--- src/rtl/vedic_mult_pipe.sv ---
// Pipelined divide-and-conquer multiplier with valid/ready handshake.
// The operands are reduced to magnitudes in S1, and four half-width partial
// products are formed in S2 by recursive splitting down to LEAF_WIDTH.
// S3 recombines the partial products and restores the sign.
// A single global advance signal stalls every stage together when the
// output is held by the consumer.

module vedic_mult_rec #(
  parameter int W    = 16,
  parameter int LEAF = 8
) (
  input  logic [W-1:0]   a_i,
  input  logic [W-1:0]   b_i,
  output logic [2*W-1:0] p_o
);
  generate
    if (W <= LEAF) begin : g_leaf
      assign p_o = {{W{1'b0}}, a_i} * {{W{1'b0}}, b_i};
    end else begin : g_split
      localparam int H = W / 2;
      logic [W-1:0] p_ll, p_lh, p_hl, p_hh;
      logic [W:0]   mid;

      vedic_mult_rec #(.W(H), .LEAF(LEAF)) u_ll (.a_i(a_i[H-1:0]), .b_i(b_i[H-1:0]), .p_o(p_ll));
      vedic_mult_rec #(.W(H), .LEAF(LEAF)) u_lh (.a_i(a_i[H-1:0]), .b_i(b_i[W-1:H]), .p_o(p_lh));
      vedic_mult_rec #(.W(H), .LEAF(LEAF)) u_hl (.a_i(a_i[W-1:H]), .b_i(b_i[H-1:0]), .p_o(p_hl));
      vedic_mult_rec #(.W(H), .LEAF(LEAF)) u_hh (.a_i(a_i[W-1:H]), .b_i(b_i[W-1:H]), .p_o(p_hh));

      // pHH and pLL never overlap, so they concatenate; the cross terms add in at H.
      assign mid = {1'b0, p_lh} + {1'b0, p_hl};
      assign p_o = {p_hh, p_ll} + ({{(W-1){1'b0}}, mid} << H);
    end
  endgenerate
endmodule

module vedic_mult_pipe #(
  parameter int WIDTH      = 32,
  parameter int LEAF_WIDTH = 8,
  parameter int TAG_W      = 4
) (
  input  logic                 clk,
  input  logic                 rst,
  input  logic                 in_valid,
  output logic                 in_ready,
  input  logic [WIDTH-1:0]     in_a,
  input  logic [WIDTH-1:0]     in_b,
  input  logic                 in_signed,
  input  logic [TAG_W-1:0]     in_tag,
  output logic                 out_valid,
  input  logic                 out_ready,
  output logic [2*WIDTH-1:0]   out_prod,
  output logic [TAG_W-1:0]     out_tag
);
  localparam int HW = WIDTH / 2;
  localparam int PW = 2 * WIDTH;

  // Magnitude of a possibly-negative operand; -2^(WIDTH-1) maps to 2^(WIDTH-1), still fits.
  function automatic logic [WIDTH-1:0] op_mag(input logic [WIDTH-1:0] x, input logic sgn);
    op_mag = (sgn && x[WIDTH-1]) ? (~x + WIDTH'(1)) : x;
  endfunction

  // Two's-complement negate of the full-width magnitude when the result is negative.
  function automatic logic [PW-1:0] apply_sign(input logic [PW-1:0] m, input logic neg);
    apply_sign = neg ? (~m + PW'(1)) : m;
  endfunction

  logic adv, acc;

  logic             vld_p1_q, vld_p2_q, vld_p3_q;
  logic [WIDTH-1:0] mag_a_p1_d, mag_b_p1_d, mag_a_p1_q, mag_b_p1_q;
  logic             neg_p1_d, neg_p1_q, neg_p2_q;
  logic [TAG_W-1:0] tag_p1_q, tag_p2_q, tag_p3_q;

  logic [WIDTH-1:0] pll_p2_d, plh_p2_d, phl_p2_d, phh_p2_d;
  logic [WIDTH-1:0] pll_p2_q, plh_p2_q, phl_p2_q, phh_p2_q;

  logic [WIDTH:0]   mid_p2;
  logic [PW-1:0]    mag_p2;
  logic [PW-1:0]    prod_p3_d, prod_p3_q;

  // Stall everything only when a result is waiting and the consumer refuses it.
  assign adv      = !vld_p3_q || out_ready;
  assign in_ready = adv && !rst;
  assign acc      = in_valid && in_ready;

  assign out_valid = vld_p3_q;
  assign out_prod  = prod_p3_q;
  assign out_tag   = tag_p3_q;

  // ---- S1: capture magnitudes and result sign ----
  assign mag_a_p1_d = op_mag(in_a, in_signed);
  assign mag_b_p1_d = op_mag(in_b, in_signed);
  assign neg_p1_d   = in_signed && (in_a[WIDTH-1] ^ in_b[WIDTH-1]);

  // Valid flags shift together on advance; reset empties the pipeline.
  always_ff @(posedge clk) begin
    if (rst) begin
      vld_p1_q <= 1'b0;
      vld_p2_q <= 1'b0;
      vld_p3_q <= 1'b0;
    end else if (adv) begin
      vld_p1_q <= acc;
      vld_p2_q <= vld_p1_q;
      vld_p3_q <= vld_p2_q;
    end
  end

  // S1 operand registers load only on an accepted transaction.
  always_ff @(posedge clk) begin
    if (acc) begin
      mag_a_p1_q <= mag_a_p1_d;
      mag_b_p1_q <= mag_b_p1_d;
      neg_p1_q   <= neg_p1_d;
      tag_p1_q   <= in_tag;
    end
  end

  // ---- S2: four half-width partial products ----
  vedic_mult_rec #(.W(HW), .LEAF(LEAF_WIDTH)) u_pll (.a_i(mag_a_p1_q[HW-1:0]),     .b_i(mag_b_p1_q[HW-1:0]),     .p_o(pll_p2_d));
  vedic_mult_rec #(.W(HW), .LEAF(LEAF_WIDTH)) u_plh (.a_i(mag_a_p1_q[HW-1:0]),     .b_i(mag_b_p1_q[WIDTH-1:HW]), .p_o(plh_p2_d));
  vedic_mult_rec #(.W(HW), .LEAF(LEAF_WIDTH)) u_phl (.a_i(mag_a_p1_q[WIDTH-1:HW]), .b_i(mag_b_p1_q[HW-1:0]),     .p_o(phl_p2_d));
  vedic_mult_rec #(.W(HW), .LEAF(LEAF_WIDTH)) u_phh (.a_i(mag_a_p1_q[WIDTH-1:HW]), .b_i(mag_b_p1_q[WIDTH-1:HW]), .p_o(phh_p2_d));

  // S2 partial-product registers load when a valid S1 entry moves forward.
  always_ff @(posedge clk) begin
    if (adv && vld_p1_q) begin
      pll_p2_q <= pll_p2_d;
      plh_p2_q <= plh_p2_d;
      phl_p2_q <= phl_p2_d;
      phh_p2_q <= phh_p2_d;
      neg_p2_q <= neg_p1_q;
      tag_p2_q <= tag_p1_q;
    end
  end

  // ---- S3: recombine and restore sign ----
  assign mid_p2    = {1'b0, plh_p2_q} + {1'b0, phl_p2_q};
  assign mag_p2    = {phh_p2_q, pll_p2_q} + ({{(WIDTH-1){1'b0}}, mid_p2} << HW);
  assign prod_p3_d = apply_sign(mag_p2, neg_p2_q);

  // Output registers clear on reset and otherwise hold until a new result arrives.
  always_ff @(posedge clk) begin
    if (rst) begin
      prod_p3_q <= '0;
      tag_p3_q  <= '0;
    end else if (adv && vld_p2_q) begin
      prod_p3_q <= prod_p3_d;
      tag_p3_q  <= tag_p2_q;
    end
  end
endmodule

--- config.mk ---
export PLATFORM = sky130hd
export DESIGN_NAME = vedic_mult_pipe
export DESIGN_NICKNAME = d
export VERILOG_FILES = /design/src/rtl/vedic_mult_pipe.sv
export SDC_FILE = /design/constraint.sdc
export NUM_CORES = 2
export LEC_CHECK = 0
export ABC_AREA = 1
export CORE_MARGIN = 4
export CORE_UTILIZATION = 60
export DETAILED_ROUTE_END_ITERATION = 8
export GPL_TIMING_DRIVEN = 0
export PLACE_DENSITY = 0.8
export SETUP_SLACK_MARGIN = 0.5
export SYNTH_ARGS = -nofsm -noshare
export SYNTH_HDL_FRONTEND = slang
export SYNTH_HIERARCHICAL = 1
export SYNTH_SLANG_ARGS = --single-unit
--- constraint.sdc ---
create_clock -name clk -period 10.7 [get_ports clk]
set_clock_uncertainty 0.15 [all_clocks]
set_input_delay 1.07 -clock clk [delete_from_list [all_inputs] [get_ports clk]]
set_output_delay 1.07 -clock clk [all_outputs]
set_load 0.02 [all_outputs]
**After elaboration in Yosys (flattened, before gate mapping)**

Index checks and enable logic that the tools add are counted.

- Output and inout port bits: 70
- Input port bits: 73
- Word-level logic and storage cells: 61
- Bits in registers: 273

- Multipliers: 16
- Reductions and logical operators: 10
- Multiplexer cells: 3
- Bitwise logic cells: 4
- Add/subtract/negate cells: 13

Operator list:

| cell | count |
|---|---|
| 8-bit by 8-bit multiplier with 16-bit output | 16 |
| 32-bit by 25-bit adder with 32-bit output | 4 |
| 16-bit by 16-bit adder with 17-bit output | 4 |
| 32-bit by 1-bit adder with 32-bit output, second input constant | 2 |
| 64-bit by 1-bit adder with 64-bit output, second input constant | 1 |
| 64-bit by 49-bit adder with 64-bit output | 1 |
| 32-bit 2-to-1 mux | 2 |
| 64-bit 2-to-1 mux | 1 |
| 32-bit inverter | 2 |
| 64-bit inverter | 1 |
| 32-bit by 32-bit adder with 33-bit output | 1 |
| 1-bit logical AND | 7 |
| 1-bit zero test | 2 |
| 1-bit logical OR | 1 |
| 1-bit XOR | 1 |

**Logic depth before layout (Yosys ltp)**

- Depth in word-level cells: 5
- Depth in mapped cells: 40
- Gate-level depth less buffers: 39

**Modules after synthesis**

Netlist, hierarchy kept.

By module, submodules not included:

| module | cells an instance | area an instance (µm²) | times used |
|---|---|---|---|
| vedic_mult_rec at u_phh.g_split.u_hh ... | 375 | 2396.0 | 9 |
| vedic_mult_pipe | 2161 | 16997.6 | 1 |
| vedic_mult_rec at u_plh.g_split.u_hl ... | 378 | 2412.3 | 6 |
| vedic_mult_rec at u_phh ... | 470 | 2413.6 | 2 |
| vedic_mult_rec at u_pll.g_split.u_ll | 378 | 2414.8 | 1 |
| vedic_mult_rec at u_plh | 470 | 2379.8 | 1 |
| vedic_mult_rec at u_pll | 461 | 2357.3 | 1 |

**Worst setup path before layout**

OpenSTA, ideal clock, no wires.

- Kind: in2reg
- From: in out_ready
- To: reg neg_p2_q (enable)
- Library setup time: 626 ps
- Arrival time: 6670 ps
- Path slack: 3254 ps
- Stages: 2
- Cells stage by stage: nor2_1 > nor2_1

- Longest elaborated chain between the ends: 2

RTL lines:

| element | line | text |
|---|---|---|
| start: declaration | 50 | `input logic out_ready,` |
| 1-bit logical OR | 82 | `assign adv = !vld_p3_q \|\| out_ready;` |
| 1-bit logical AND | 126 | `if (adv && vld_p1_q) begin` |
| end signal: assignment | 131 | `neg_p2_q <= neg_p1_q;` |
| end: declaration | 71 | `logic neg_p1_d, neg_p1_q, neg_p2_q;` |

Every way passes these cells.
A chain may end at the register's enable or synchronous reset.

**Final worst setup path**

- From: reg mag_b_p1_q[31]
- To: reg phh_p2_q[27], data pin

- Longest elaborated chain between the ends: 3
- Elaborated cells on any way between the ends: 4
- Classes of those cells: add/sub (2); mul (2)

RTL lines:

| element | line | text |
|---|---|---|
| start: declaration | 70 | `logic [WIDTH-1:0] mag_a_p1_d, mag_b_p1_d, mag_a_p1_q, mag_b_p1_q;` |
| start signal: assignment | 112 | `mag_b_p1_q <= mag_b_p1_d;` |
| 8-bit by 8-bit multiplier with 16-bit output | 18 | `assign p_o = {{W{1'b0}}, a_i} * {{W{1'b0}}, b_i};` |
| net u_phh.g_split.p_lh[12] | 21 | `logic [W-1:0] p_ll, p_lh, p_hl, p_hh;` |
| 16-bit by 16-bit adder with 17-bit output | 30 | `assign mid = {1'b0, p_lh} + {1'b0, p_hl};` |
| 32-bit by 25-bit adder with 32-bit output | 31 | `assign p_o = {p_hh, p_ll} + ({{(W-1){1'b0}}, mid} << H);` |
| net phh_p2_d[27] | 74 | `logic [WIDTH-1:0] pll_p2_d, plh_p2_d, phl_p2_d, phh_p2_d;` |
| end signal: assignment | 130 | `phh_p2_q <= phh_p2_d;` |
| end: declaration | 75 | `logic [WIDTH-1:0] pll_p2_q, plh_p2_q, phl_p2_q, phh_p2_q;` |

The timed path passes the listed nets, and every way through them passes these cells.

==> impl_metrics.ini <==
[outcome]
outcome = finished, final reports clean

[synth]
synth_cell_type_count = 56
syn-cell-area_sq_um = 65000
synthCells = 10100
yosys_register_bits = 273
yosys_warnings = 6
ys_seq_area_share_pct = 11.5
avgSynthCellArea_sq_um = 6.47
syn_nets = 11500

[layout]
final_nets = 11700
syn_to_final_growth_pct = 6.68
final-instance-count-excl-fill = 11700
stdcell_area_sq_um = 69400
drive_above_1_share_pct = 3.80
final_common_cell = nand2_1
final_cell_mix = nand2_1 (3318), inv_1 (2626), ha_1 (790)

[grt]
antenna_found_initial = 14
grt_use_total_pct = 30.9
overflow = 0
grt_max_degree = 66
grt_pass1_vias = 58300
grt_pass1_wl_um = 287000

[worst_setup_path]
reg2reg_from = mag_b_p1_q[31]
worstPathMaxFanout = 8
endpoint_kind = register
regToRegEndpoint = phh_p2_q[27]
critPathLaunchType = register
critPathCapture = phh_p2_q[27]
arrival_ps = 7850
crit_required_ps = 10920
crit_path_top_delay_cell = edfxtp_1
crit_top_cell = nand2_1
timing_worst_setup_path_type = reg2reg
slowest_delay_ps = 980
critPathLaunch = mag_b_p1_q[31]
reg2reg_slack_ps = 3070
r2r_cells = 32

[detailed_routing]
detail_route.wl_per_cell_um = 15.1
finalWirelength_um = 176000
drt_iter0_drc = 4334
drt-vias-per-instance = 5.16
route.detailed.drc = 0
ant_nets = 0
routed-via-count = 60200
drtPass1Iterations = 8

[timing]
fin_setup_tns_ps = 0
timing.final.max_slew_violations = 0
tightest_slew_ps = 1310
relSlewSlack_pct = 11.8
fin_crit_ps = 7630
rsz0062_at_grt = no
fin_crit_sh_pct = 71.3
fmax_mhz = 131
setup_viol = 0
hold_viol_final = 0

[floorplanning]
die_area_sq_um = 114000
initial_core_util_pct = 60.6
core_area_sq_um = 107000
fp.dieH_um = 337
fp.dieW_um = 337
rows = 120
ioPinCount = 143

[cts]
path_clk_slew_ps = 60
cts_setup_buffers = 0
numCtsBuffers = 31
tritoncts = done
cts_resized = 0
clock-root-buffer = clkbuf_16
clkLatencyLatePin_ps = 620
clock-sinks = 273
htree_levels = 1
cts_hold_buf = 0
cts_buffer_depth = 3

[flow_run]
maxCapViolCount = 0

[placed_design]
io_buffers = 142
gp_congestion = 0.983
place_area_sq_um = 68300
post-place-cells = 11600
dp_hpwl_um = 151000

[worst_hold_path]
hold_path_class = reg2reg
## final cells by class
class | count | area, sq um
plain buffers | 289 | 1100
clock inverters | 20 | 180
diodes | 7 | 17.5
flip-flops and latches | 273 | 7490
repair buffers | 147 | 1530
multi-input cells | 6810 | 46400
clock buffers | 38 | 853
fillers | 9714 | 38000
inverters | 2681 | 10100
well taps | 1403 | 1760
## sequential cells by signal, indices dropped and copies added, names as in the netlist
signal	flops
out_prod	64
mag_a_p1_q	32
mag_b_p1_q	32
phh_p2_q	32
phl_p2_q	32
plh_p2_q	32
pll_p2_q	32
out_tag	4
tag_p1_q	4
tag_p2_q	4
neg_p1_q	1
neg_p2_q	1
out_valid	1
vld_p1_q	1
vld_p2_q	1
## logic make-up after synthesis
kind of cell | synth area share [%]
and+or+nand+nor | 30.1
buffers and inverters | 17.2
adders and majority gates | 33.2
AOI/OAI and AO/OA | 3.78
xor gates and xnor gates | 4.19
DFF | 11.5
## worst min-delay path by stage
stage | from | to | slack [ps] | cells after the start
3_5_place_dp | tag_p1_q[2] | tag_p2_q[2] | 270 | 0
3_3_place_gp | tag_p1_q[0] | tag_p2_q[0] | 250 | 0
4_1_cts | tag_p1_q[3] | tag_p2_q[3] | 270 | 0
5_1_grt | tag_p1_q[3] | tag_p2_q[3] | 300 | 0
6_report | tag_p1_q[3] | tag_p2_q[3] | 280 | 0
2_1_floorplan | neg_p1_q | neg_p2_q | 250 | 0
## per-layer routing
metal / global-route usage, % / vias up / part of all wire (%)
met3: 4.43 / 376 / 7.2
met5: 0 / - / 0.063
met1: 40.1 / 27700 / 43
met4: 10.6 / 18 / 3.7
li1: - / 30100 / -
met2: 53.0 / 1986 / 46
## Yosys cell counts, drive strengths merged
cell type	number	area [sq um]
nor3b	4	30.0
nor3	47	255
nand3b	18	135
a21o	11	82.6
nor4	8	56.3
nand2b	1	6.26
nand3	447	2500
inv	2676	10000
nor2	537	2270
ha	790	9880
a21boi	2	15.0
o211ai	8	60.1
or2	9	56.3
nand2	3432	13200
o21ai	121	628
edfxtp	202	6070
o41ai	1	8.76
o21a	6	45.0
a31oi	7	43.8
o21bai	9	67.6
a41oi	1	8.76
xor2	240	2100
xnor2	70	621
and2	19	119
nand4	150	945
o2111ai	2	17.5
buf	9	47.5
a22oi	1	7.51
clkinv	5	18.8
dfxtp	71	1420
and3	3	18.8
a211oi	1	7.51
o221ai	10	87.6
a221oi	1	8.76
o31ai	4	30.0
fa	586	11700
a21oi	264	1340
clkbuf	280	1050
## per-stage QoR
stage / util [%] / worst slack, ps / hold WS (ps)
after floorplan: - / 3250 / 250
after global placement: 63.5 / 359 / 254
after detailed placement: 63.6 / 3280 / 271
after CTS: 64.6 / 3270 / 271
after global routing: 64.6 / 2740 / 297
final: 64.6 / 3070 / 278
## critical path: cells and delay by family (launching register included)
family / cells / cell delay (ps)
simple gates: 20 / 2360
buf+inv: 5 / 580
flops: 1 / 980
fa+ha+maj: 7 / 3270
Power is left out: the tool's default activity adds up to more than one toggle a clock period on the data nets, which glitch-free logic cannot reach.
